===== src/rtl/number_console.sv =====
// number_console: FIFO-buffered printer that turns signed 32-bit values and newlines into
// SCROLL / POS CLEAR / NUMBER commands for the text display. Build macro: NUMBER_CONSOLE_CLEAR_EN.
module number_console #(
   parameter int         DEPTH = 8,
   parameter int         COLS  = 4,
   parameter logic [7:0] ROW   = 8'd44
) (
   input  logic        clk,
   input  logic        rst,
   input  logic        in_valid,
   input  logic        in_nl,
   input  logic [31:0] in_value,
   output logic        in_ready,
   input  logic        disp_ready,
   output logic [3:0]  cmd,
   output logic [47:0] data,
   output logic        busy
);
   // state | meaning
   // IDLE  | no entry held; pops the FIFO head and builds its op list
   // WAIT  | current op pending until the display reports ready
   // ISSUE | cmd is non-zero for this single cycle
   // HOLD  | display ready is combinational on cmd, so skip one cycle
   typedef enum logic [1:0] {IDLE, WAIT, ISSUE, HOLD} state_t;

   localparam int         AW         = (DEPTH > 1) ? $clog2(DEPTH) : 1;
   localparam int         CW         = AW + 1;
   localparam logic [7:0] COLS_L     = 8'(COLS);
   localparam logic [3:0] CMD_NOP    = 4'h0;
   localparam logic [3:0] CMD_SCROLL = 4'h1;
   localparam logic [3:0] CMD_NUMBER = 4'h3;
`ifdef NUMBER_CONSOLE_CLEAR_EN
   localparam logic [3:0] CMD_CLEAR  = 4'h2;
`endif
   localparam int         OP_SCROLL  = 0;
   localparam int         OP_CLEAR   = 1;
   localparam int         OP_NUMBER  = 2;

   logic [32:0]   mem [DEPTH];
   logic [AW-1:0] wr_ptr, rd_ptr;
   logic [CW-1:0] count;
   logic          push, pop, full, empty;
   logic [32:0]   head;

   state_t        state, state_d;
   logic [2:0]    ops, ops_d;
   logic [7:0]    col, col_d;
   logic [31:0]   val, val_d;
   logic [3:0]    cmd_d;
   logic [47:0]   data_d;

   assign full     = (count == CW'(DEPTH));
   assign empty    = (count == '0);
   assign in_ready = !rst && !full;
   assign push     = in_valid && in_ready;
   assign head     = mem[rd_ptr];
   assign busy     = !empty || (state != IDLE);

   always_ff @(posedge clk) begin
      if (push) mem[wr_ptr] <= {in_nl, in_value};
   end

   always_ff @(posedge clk) begin
      if (rst) begin
         wr_ptr <= '0;
         rd_ptr <= '0;
         count  <= '0;
      end else begin
         if (push) wr_ptr <= wr_ptr + AW'(1);
         if (pop)  rd_ptr <= rd_ptr + AW'(1);
         if (push && !pop)      count <= count + CW'(1);
         else if (pop && !push) count <= count - CW'(1);
      end
   end

   always_ff @(posedge clk) begin
      if (rst) begin
         state <= IDLE;
         ops   <= '0;
         col   <= '0;
         val   <= '0;
         cmd   <= CMD_NOP;
         data  <= '0;
      end else begin
         state <= state_d;
         ops   <= ops_d;
         col   <= col_d;
         val   <= val_d;
         cmd   <= cmd_d;
         data  <= data_d;
      end
   end

   always_comb begin
      state_d = state;
      ops_d   = ops;
      col_d   = col;
      val_d   = val;
      cmd_d   = cmd;
      data_d  = data;
      pop     = 1'b0;
      unique case (state)
         IDLE: begin
            if (!empty) begin
               pop   = 1'b1;
               val_d = head[31:0];
               ops_d = '0;
               if (head[32]) begin
                  ops_d[OP_SCROLL] = 1'b1;
               end else begin
                  // col==COLS is a deferred wrap, paid for only when the next value arrives
                  ops_d[OP_SCROLL] = (col == COLS_L);
`ifdef NUMBER_CONSOLE_CLEAR_EN
                  ops_d[OP_CLEAR]  = 1'b1;
`else
                  ops_d[OP_CLEAR]  = 1'b0;
`endif
                  ops_d[OP_NUMBER] = 1'b1;
               end
               state_d = WAIT;
            end
         end
         WAIT: begin
            if (disp_ready) begin
               state_d = ISSUE;
               if (ops[OP_SCROLL]) begin
                  cmd_d            = CMD_SCROLL;
                  data_d           = '0;
                  col_d            = '0;
                  ops_d[OP_SCROLL] = 1'b0;
               end
`ifdef NUMBER_CONSOLE_CLEAR_EN
               else if (ops[OP_CLEAR]) begin
                  cmd_d           = CMD_CLEAR;
                  data_d          = {8'd0, col, ROW, 32'd0};
                  ops_d[OP_CLEAR] = 1'b0;
               end
`endif
               else begin
                  cmd_d            = CMD_NUMBER;
                  data_d           = {8'd0, col, ROW, val};
                  col_d            = col + 8'd1;
                  ops_d[OP_NUMBER] = 1'b0;
               end
            end
         end
         ISSUE: begin
            cmd_d   = CMD_NOP;
            data_d  = '0;
            state_d = HOLD;
         end
         HOLD: begin
            state_d = (ops != '0) ? WAIT : IDLE;
         end
         default: state_d = IDLE;
      endcase
   end
endmodule


===== config.mk =====
export PLATFORM = sky130hd
export DESIGN_NAME = number_console
export DESIGN_NICKNAME = d
export VERILOG_FILES = /design/src/rtl/number_console.sv
export SDC_FILE = /design/constraint.sdc
export NUM_CORES = 1
export LEC_CHECK = 0
export ABC_AREA = 0
export CELL_PAD_IN_SITES_DETAIL_PLACEMENT = 0
export CELL_PAD_IN_SITES_GLOBAL_PLACEMENT = 1
export CORE_MARGIN = 8
export CORE_UTILIZATION = 40
export CTS_BUF_LIST = sky130_fd_sc_hd__clkbuf_2 sky130_fd_sc_hd__clkbuf_4 sky130_fd_sc_hd__clkbuf_8
export DETAILED_ROUTE_END_ITERATION = 16
export PLACE_DENSITY = 0.73
export SYNTH_ARGS = -nofsm -noshare
export SYNTH_HDL_FRONTEND = slang
export SYNTH_SLANG_ARGS = --single-unit

===== constraint.sdc =====
create_clock -name clk -period 3.9 [get_ports clk]
set_input_delay 0.975 -clock clk [delete_from_list [all_inputs] [get_ports clk]]
set_output_delay 0.975 -clock clk [all_outputs]
set_load 0.01 [all_outputs]

==> impl_metrics.ini <==
[synthesis]
synthFlopType = edfxtp_1
netlist.area_leader.share_pct = 58.6
synth_common_cells = 264 x edfxtp_1, 100 x nor2_1, 99 x dfxtp_1
synth_area_leaders = edfxtp_1 59%, dfxtp_1 15%, mux4_2 11%
synth_cells = 791
ys_warn_count = 0
async_reset_ff_share_pct = 0
synth.yosys.seq_area_share_pct = 73.2
synth_most_common_cell = edfxtp_1
synth_edf_count = 264
synth_area_leader_cell = edfxtp_1
synth_area_um2 = 13500
synth_cell_type_count = 44
synth-seq-cells = 363
syn_area_per_cell_um2 = 17.1

[sta]
clock_skew_ns = 0.0177
grt_setup_unrepaired = no
hold_violations = 0
drv_slew = 0
max_slew_margin_pct = 34.9
setup_tns_ns = 0
period_minus_slack_ns = 3.09
setup_ws_ns = 0.811
finalSetupViolCount = 0
worstMarginPinSlew_ns = 0.977
finalCritPeriodShare_pct = 79.2
fmax_mhz = 324

[cts]
post-cts-setup-buffer-count = 0
path_clk_slew_ns = 0.06
clk_path_buf_depth = 3
htreeDepth = 2
cts_tree = done
clk_latency_ns = 0.58
cts_hold_buf = 0
cts_made_buffers = 57
cts.sinks = 363
root_buffer = clkbuf_8
cts_resized = 0

[grt]
grt_pass1_vias = 7432
grt_max_degree = 55
grt_remaining_overflow = 0
globalRouteTotalUtil_pct = 14.0
grt_pass1_wl_um = 43200
antenna_found_initial = 2

[floorplanning]
core_area_um2 = 33400
die-area_um2 = 40000
die_h_um = 200
num_rows = 67
die_w_um = 200
initial_core_util_pct = 40.5
io_pins = 91

[outcome]
outcome = complete, no violations

[power]
switching_share_pct = 28.3
p_leak_nw = 5.24
sequentialPowerShare_pct = 47.5
p_clk_share_pct = 31.9
peakVddDrop_mv = 0.344
cellPowerDensity_nw_per_um2 = 618
p_int_mw = 7.14
combPwrFrac_pct = 20.6
p_sw_mw = 2.82

[drt]
vias_per_cell = 5.13
routedWlPerCell_um = 19.8
dr.pass1.iters = 5
vias = 7180
finalWirelength_um = 27700
drc = 0
drtAntennaViolNets = 0
drtIter0Drc = 496

[worst_setup_path]
critPathMaxFanout = 6
cpPeakStageDelay_ns = 0.52
path_cells = nor4_1, nand2_1, clkdlybuf4s50_1
crit_slowest_cell = clkdlybuf4s50_1
cp-end-kind = output pin
crit_buf_inv = 1
critical_path_class = reg -> out
arrival_ns = 2.11
crit_family = simple AND/OR/NAND/NOR gates
critical_path_required_ns = 2.92
worst_setup_path_start_kind = flip-flop

[placement]
io_buffer_count = 83
globalplace.congestion = 0.750
dpl.cell_count = 1293
dp_slack_ns = 0.561
hpwl_um = 15500

[layout]
drive_gt1_share_pct = 21.5
utilization_pct = 48.2
area_growth_pct = 19.2
nets = 954
instances_no_fill = 1400
n_fill_cell = 2843

[worst_hold_path]
hp-class = reg -> reg

[flow_run]
cap_viol_max_count = 0
[layer usage]
metal	up-vias	global-route usage [%]	share of wire (%)
li1	3311	-	-
met1	3612	18.8	44
met2	205	22.6	47
met3	50	3.19	6.7
met4	2	4.47	1.9
met5	-	0	0.047
[power groups by stage]
stage	sequential (mW)	combinational [mW]	clock, mW
CTS	4.74	2.09	3.28
global route	4.78	2.27	3.44
floorplan	4.69	1.56	0
global placement	4.81	2.06	0
detailed placement	4.82	2.08	0
finish	4.73	2.05	3.18
[layout by cell type (no fill, tap or decap), drive strengths merged, types with 5 or more instances in the layout]
cell type,netlist,final
nand2,15,15
inv,9,10
mux4,66,66
nor3,36,36
a22oi,40,40
buf,40,20
a21oi,9,9
nor2,100,100
clkdlybuf4s50,0,82
xor2,8,8
ha,12,12
clkinv,0,9
conb,1,7
nand2b,7,7
dfxtp,99,99
clkbuf,14,96
o22ai,32,32
edfxtp,264,264
o21ai,5,5
[layout make-up]
type / count / area [µm²] / share of cell area (%)
sequential: 363 / 9910 / 61.5
multi-input combinational: 371 / 3360 / 20.8
clock buffer: 96 / 1110 / 6.87
timing repair buffer: 102 / 1100 / 6.80
tap: 448 / 561 / 3.48
clock inverter: 10 / 56.3 / 0.349
inverter: 9 / 33.8 / 0.209
antenna: 1 / 2.50 / 0.0155
[worst paths after layout]
kind	slack [ns]	from	to	cells past startpoint
worst max-delay path	0.81	count[0]	busy	3
worst min-delay path	0.49	val[23]	val[23]	2
worst max register to register	1.30	count[0]	count[3]	9
worst min register to register	0.49	val[23]	val[23]	2
[worst min-delay path, cell delays in order, from the launching register on]
cell,delay (ns)
dfxtp_1,0.31
nor2_1,0.09
nor3_1,0.05
[metrics by stage]
stage	hold WS [ns]	instance area (µm²)	total power [mW]
finish	0.490	16100	9.97
global route	0.508	16100	10.5
CTS	0.492	16100	10.1
detailed placement	0.481	15000	6.90
global placement	0.473	15000	6.87
floorplan	0.454	13600	6.25
[cell families (layout without fill, tap and decap cells)]
logic type / after synthesis / in the layout / synth area share (%)
flops: 363 / 363 / 73.2
simple gates: 173 / 173 / 5.75
buf+inv: 63 / 217 / 2.77
xor+xnor: 12 / 12 / 0.777
other cells: 1 / 8 / 0.0277
fa+ha+maj: 13 / 13 / 1.26
compound gates: 96 / 96 / 4.89
mux: 70 / 70 / 11.3
[registers in the layout, indices dropped and copies added, names as in the netlist, named ones only]
| register | count |
|---|---|
| mem | 264 |
| ops | 2 |
| data | 41 |
| col | 8 |
| state | 2 |
| wr_ptr | 3 |
| val | 32 |
| rd_ptr | 3 |
| cmd | 1 |
| count | 4 |
No activity file was read; power rests on OpenSTA's default activity.
==> variant 1: new RTL, same settings <==
Reset style: asynchronous (`rst`), changed in 2 clocked blocks.
--- a/src/rtl/number_console.sv
+++ b/src/rtl/number_console.sv
@@ -62,3 +62,3 @@
 
-   always_ff @(posedge clk) begin
+   always_ff @(posedge clk or posedge rst) begin
       if (rst) begin
@@ -75,3 +75,3 @@
 
-   always_ff @(posedge clk) begin
+   always_ff @(posedge clk or posedge rst) begin
       if (rst) begin
Check against the original RTL: differs if rst is asserted again (counterexample within 4 cycles, from zero or initial values and one cycle with rst high); with rst held inactive, the same outputs for 4 cycles.
==> variant 1 against the unedited design <==
Total power up 23%; worst setup slack lost 0.23 ns; sequential cell count is 3 lower; final cell count decreased by 3.4%; synthesized area rose by 2.1%; wire length is 3.0% lower; clock skew grew 0.016 ns; clock power rose by 8.8%; sequential share of layout area grew 0.73 points; design area grew 3.0%; utilization up 0.25 points; fmax fell by 6.9%.
==> variant 1: results (changes against the unedited design) <==
synthesis:
  synth_commonest_cells: "edfxtp_1 (264), dfrtp_1 (96), mux4_2 (66)"
  synthDistinctLibCells: 40  # -9.1%
  yosysSeqAreaShare: 0.747  # +0.0151
  ys_top_cells_by_area: "edfxtp_1 (57%), dfrtp_1 (17%), mux4_2 (11%)"
  synth_cells: 729  # -7.8%
  async_reset_ff_frac: 0.267  # +0.267
timing:
  skew_ns: 0.0341  # +0.0164 ns
  hold_slack_ns: 0.478  # -0.0116 ns
  fin_ws_ns: 0.581  # -0.230 ns
  slew_headroom: 0.306  # -0.0423
hold_path:
  min_to: "val[24]"
  hold_depth: 2  # unchanged
  worstHoldStart: "val[24]"
final_layout:
  n_antenna_cell: 0  # -1
  drive_above_1_share: 0.227  # +0.0129
  nNetsFinal: 898  # -5.9%
  finalNonFillerCells: 1352  # -3.4%
  largest_register_ff_count: 264  # unchanged
global_routing:
  grt_max_degree: 69  # +25%
  first_global_vias: 7332  # -1.3%
  antenna_found_initial: 0  # -2
  grt_pass1_wl_um: 42600  # -1.5%
  grt_use_total: 0.132  # -0.00855
critical_path:
  cpPeakStageDelay_ns: 0.61  # +0.09 ns
  reg2reg_to: "count[3]"
  r2r_cells: 8  # -1
  cp.arrival_ns: 2.34  # +0.23 ns
  crit_slowest_cell: "nor4_1"
  path_max_fanout: 5  # -1
  reg2reg_from: "count[0]"
  regToRegSetupSlack_ns: 1.14  # -0.16 ns
  critical-path-top-delay-family: "simple AND/OR/NAND/NOR gates"
clock_tree:
  clk_path_buf_depth: 3  # unchanged
  numCtsBuffers: 58  # +1.8%
  htreeDepth: 2  # unchanged
power:
  swShare: 0.300  # +0.0170
  vdd_drop_max_v: 0.000314  # -8.6%
  p_leak_nw: 5.96  # +14%
place:
  placed_cell_area_um2: 15300  # +2.5%
  dp_cells: 1243  # -3.9%
  dp_hpwl_um: 16100  # +3.7%
  pre_cts_slack_ns: 0.623  # +0.0619 ns
  gp_congestion: 0.740  # -1.4%
routing:
  drt-initial-drc-count: 517  # +4.2%
  wl_per_cell_um: 19.9  # +0.42%
  routed_via_density: 5.08  # -0.95%
status:
  status: "complete, no violations"
[variant 1: area by class of cell]
| cell class | instances | area (µm²) |
|---|---|---|
| Fill cell | 2840 | 17700 |
| Sequential cell | 360 | 10300 |
| Timing Repair Buffer | 102 | 1090 |
| Tap cell | 455 | 569 |
| Inverter | 9 | 36.3 |
| Clock inverter | 38 | 352 |
| Clock buffer | 71 | 927 |
| Multi-Input combinational cell | 317 | 3310 |
[variant 1: power groups by stage]
stage / registers (mW) / clock network [mW] / logic [mW]
5_1_grt: 5.53 / 3.75 / 3.66
6_report: 5.43 / 3.46 / 3.32
2_1_floorplan: 5.24 / 0 / 2.38
4_1_cts: 5.45 / 3.57 / 3.41
3_5_place_dp: 5.52 / 0 / 3.40
3_3_place_gp: 5.51 / 0 / 3.35
[variant 1: cell families (layout without fill, tap and decap cells)]
family	count (synthesis)	count (layout)	share of synthesized area
AOI/OAI and AO/OA	104	104	0.0511
xor gates and xnor gates	9	9	0.00570
adders and majority gates	13	13	0.0123
buffers and inverters	58	220	0.0214
DFF	360	360	0.747
muxes	105	105	0.136
other	1	7	0.000271
and+or+nand+nor	79	79	0.0257
[variant 1: metal layers]
metal | wire [µm] | track usage | vias up
met2 | 13100 | 0.218 | 151
met5 | 0 | 0 | -
met1 | 12000 | 0.175 | 3564
li1 | - | - | 3111
met3 | 1320 | 0.0293 | 42
met4 | 461 | 0.0334 | 0
[variant 1: worst register-to-register path, delay by kind of cell (launching register included)]
family | cells | cell delay, ns
fa+ha+maj | 2 | 0.49
simple gates | 2 | 0.87
buf+inv | 1 | 0.12
flops | 1 | 0.45
compound gates | 3 | 0.71
==> variant 2: new RTL, same flow settings <==
Made on the original files. `DEPTH`: 8 -> 16.
--- a/src/rtl/number_console.sv
+++ b/src/rtl/number_console.sv
@@ -3,3 +3,3 @@
 module number_console #(
-   parameter int         DEPTH = 8,
+   parameter int         DEPTH = 16,
    parameter int         COLS  = 4,
Formal check against the unedited RTL: same outputs for any inputs over 4 cycles, from zero or initial values and one cycle with rst high; that may be too few to reach the edited logic, so the function may still have changed.
==> variant 2 against the unedited design <==
Design area increased by 73%; synthesized area increased by 75%; wire length up 84%; critical path depth is 1 higher; worst setup slack lost 0.29 ns; utilization is 0.84 points lower; total power up 64%; sequential cell count up 268; largest power group unchanged.
==> variant 2: results (changes against the unedited design) <==
routing:
  routed_via_density: 5.36  # +4.6%
  wl_um: 51100  # +84%
  wl_met1_um: 22400  # +84%
place:
  dp_hpwl_um: 29700  # +91%
  placed_cell_area_um2: 25800  # +73%
  gp_congestion: 0.738  # -1.6%
power:
  p_leak_nw: 8.88  # +69%
  vdd_drop_max_v: 0.000275  # -20%
timing:
  worstMarginPinSlew_ns: 1.21  # +0.230 ns
synthesis:
  synth_fa_ha_area_frac: 0.00928  # -0.00330
  synthDistinctLibCells: 46  # +4.5%
  synth.area.mux_share: 0.126  # +0.0131
  ys_top_cells_by_area: "edfxtp_1 (67%), mux4_2 (12%), dfxtp_1 (8.7%)"
  synth_commonest_cells: "edfxtp_1 (528), mux4_2 (128), a22oi_1 (106)"
final_layout:
  fillers: 4906  # +73%
  reg_top3: "mem (528), data (41), val (32)"
  drive_above_1_share: 0.255  # +0.0406
hold_path:
  worstHoldStart: "val[30]"
  min_to: "val[30]"
  hold_depth: 1  # -1
status:
  status: "complete, no violations"
clock_tree:
  numCtsBuffers: 102  # +79%
  htreeDepth: 3  # +1
global_routing:
  antenna_found_initial: 4  # +2
critical_path:
  cp.arrival_ns: 2.40  # +0.29 ns
  crit_slowest_cell: "or4_4"
==> variant 2: cell types whose count changed in the layout (fill, tap and decap cells not counted), moves of 23 or more <==
| cell | change |
|---|---|
| nor2_1 | -30 |
| a22oi_1 | +66 |
| nand2_1 | +36 |
| clkbuf_8 | +49 |
| nor3_1 | -32 |
| a22o_1 | +32 |
| mux4_2 | +62 |
| edfxtp_1 | +264 |
| o22ai_1 | -32 |
| buf_4 | +23 |
==> variant 2: metrics by stage <==
step | utilization | instances | total power [mW] | setup slack, ns | hold WS, ns
after detailed placement | 0.439 | 2058 | 11.0 | 0.480 | 0.466
after global placement | 0.439 | 2058 | 10.9 | 0.470 | 0.463
final | 0.474 | 2243 | 16.3 | 0.523 | 0.480
after CTS | 0.474 | 2243 | 16.5 | 0.438 | 0.483
after global routing | 0.474 | 2243 | 17.1 | 0.361 | 0.488
after floorplan | - | 1236 | 10.0 | 0.360 | 0.443
==> variant 2: report_power, final <==
group	total [mW]	leakage, nW	internal [mW]	switching [mW]
Combinational	2.91	2.21	1.34	1.57
Clock	5.52	1.08	3.04	2.48
Sequential	7.89	5.60	7.63	0.261
Total	16.3	8.88	12.0	4.32
==> variant 2: cell type report <==
type                            count  share of cell area
Sequential cell                   631               0.644
Clock inverter                     30             0.00566
Tap cell                          773              0.0347
Timing Repair Buffer              130              0.0486
Clock buffer                      155              0.0667
Multi-Input combinational cell    513               0.199
Inverter                           11             0.00153
==> variant 2: routing by layer <==
metal / global-route usage / vias up
li1: - / 5322
met1: 0.201 / 6295
met2: 0.253 / 328
met3: 0.0350 / 77
met4: 0.0407 / 6
met5: 0 / -
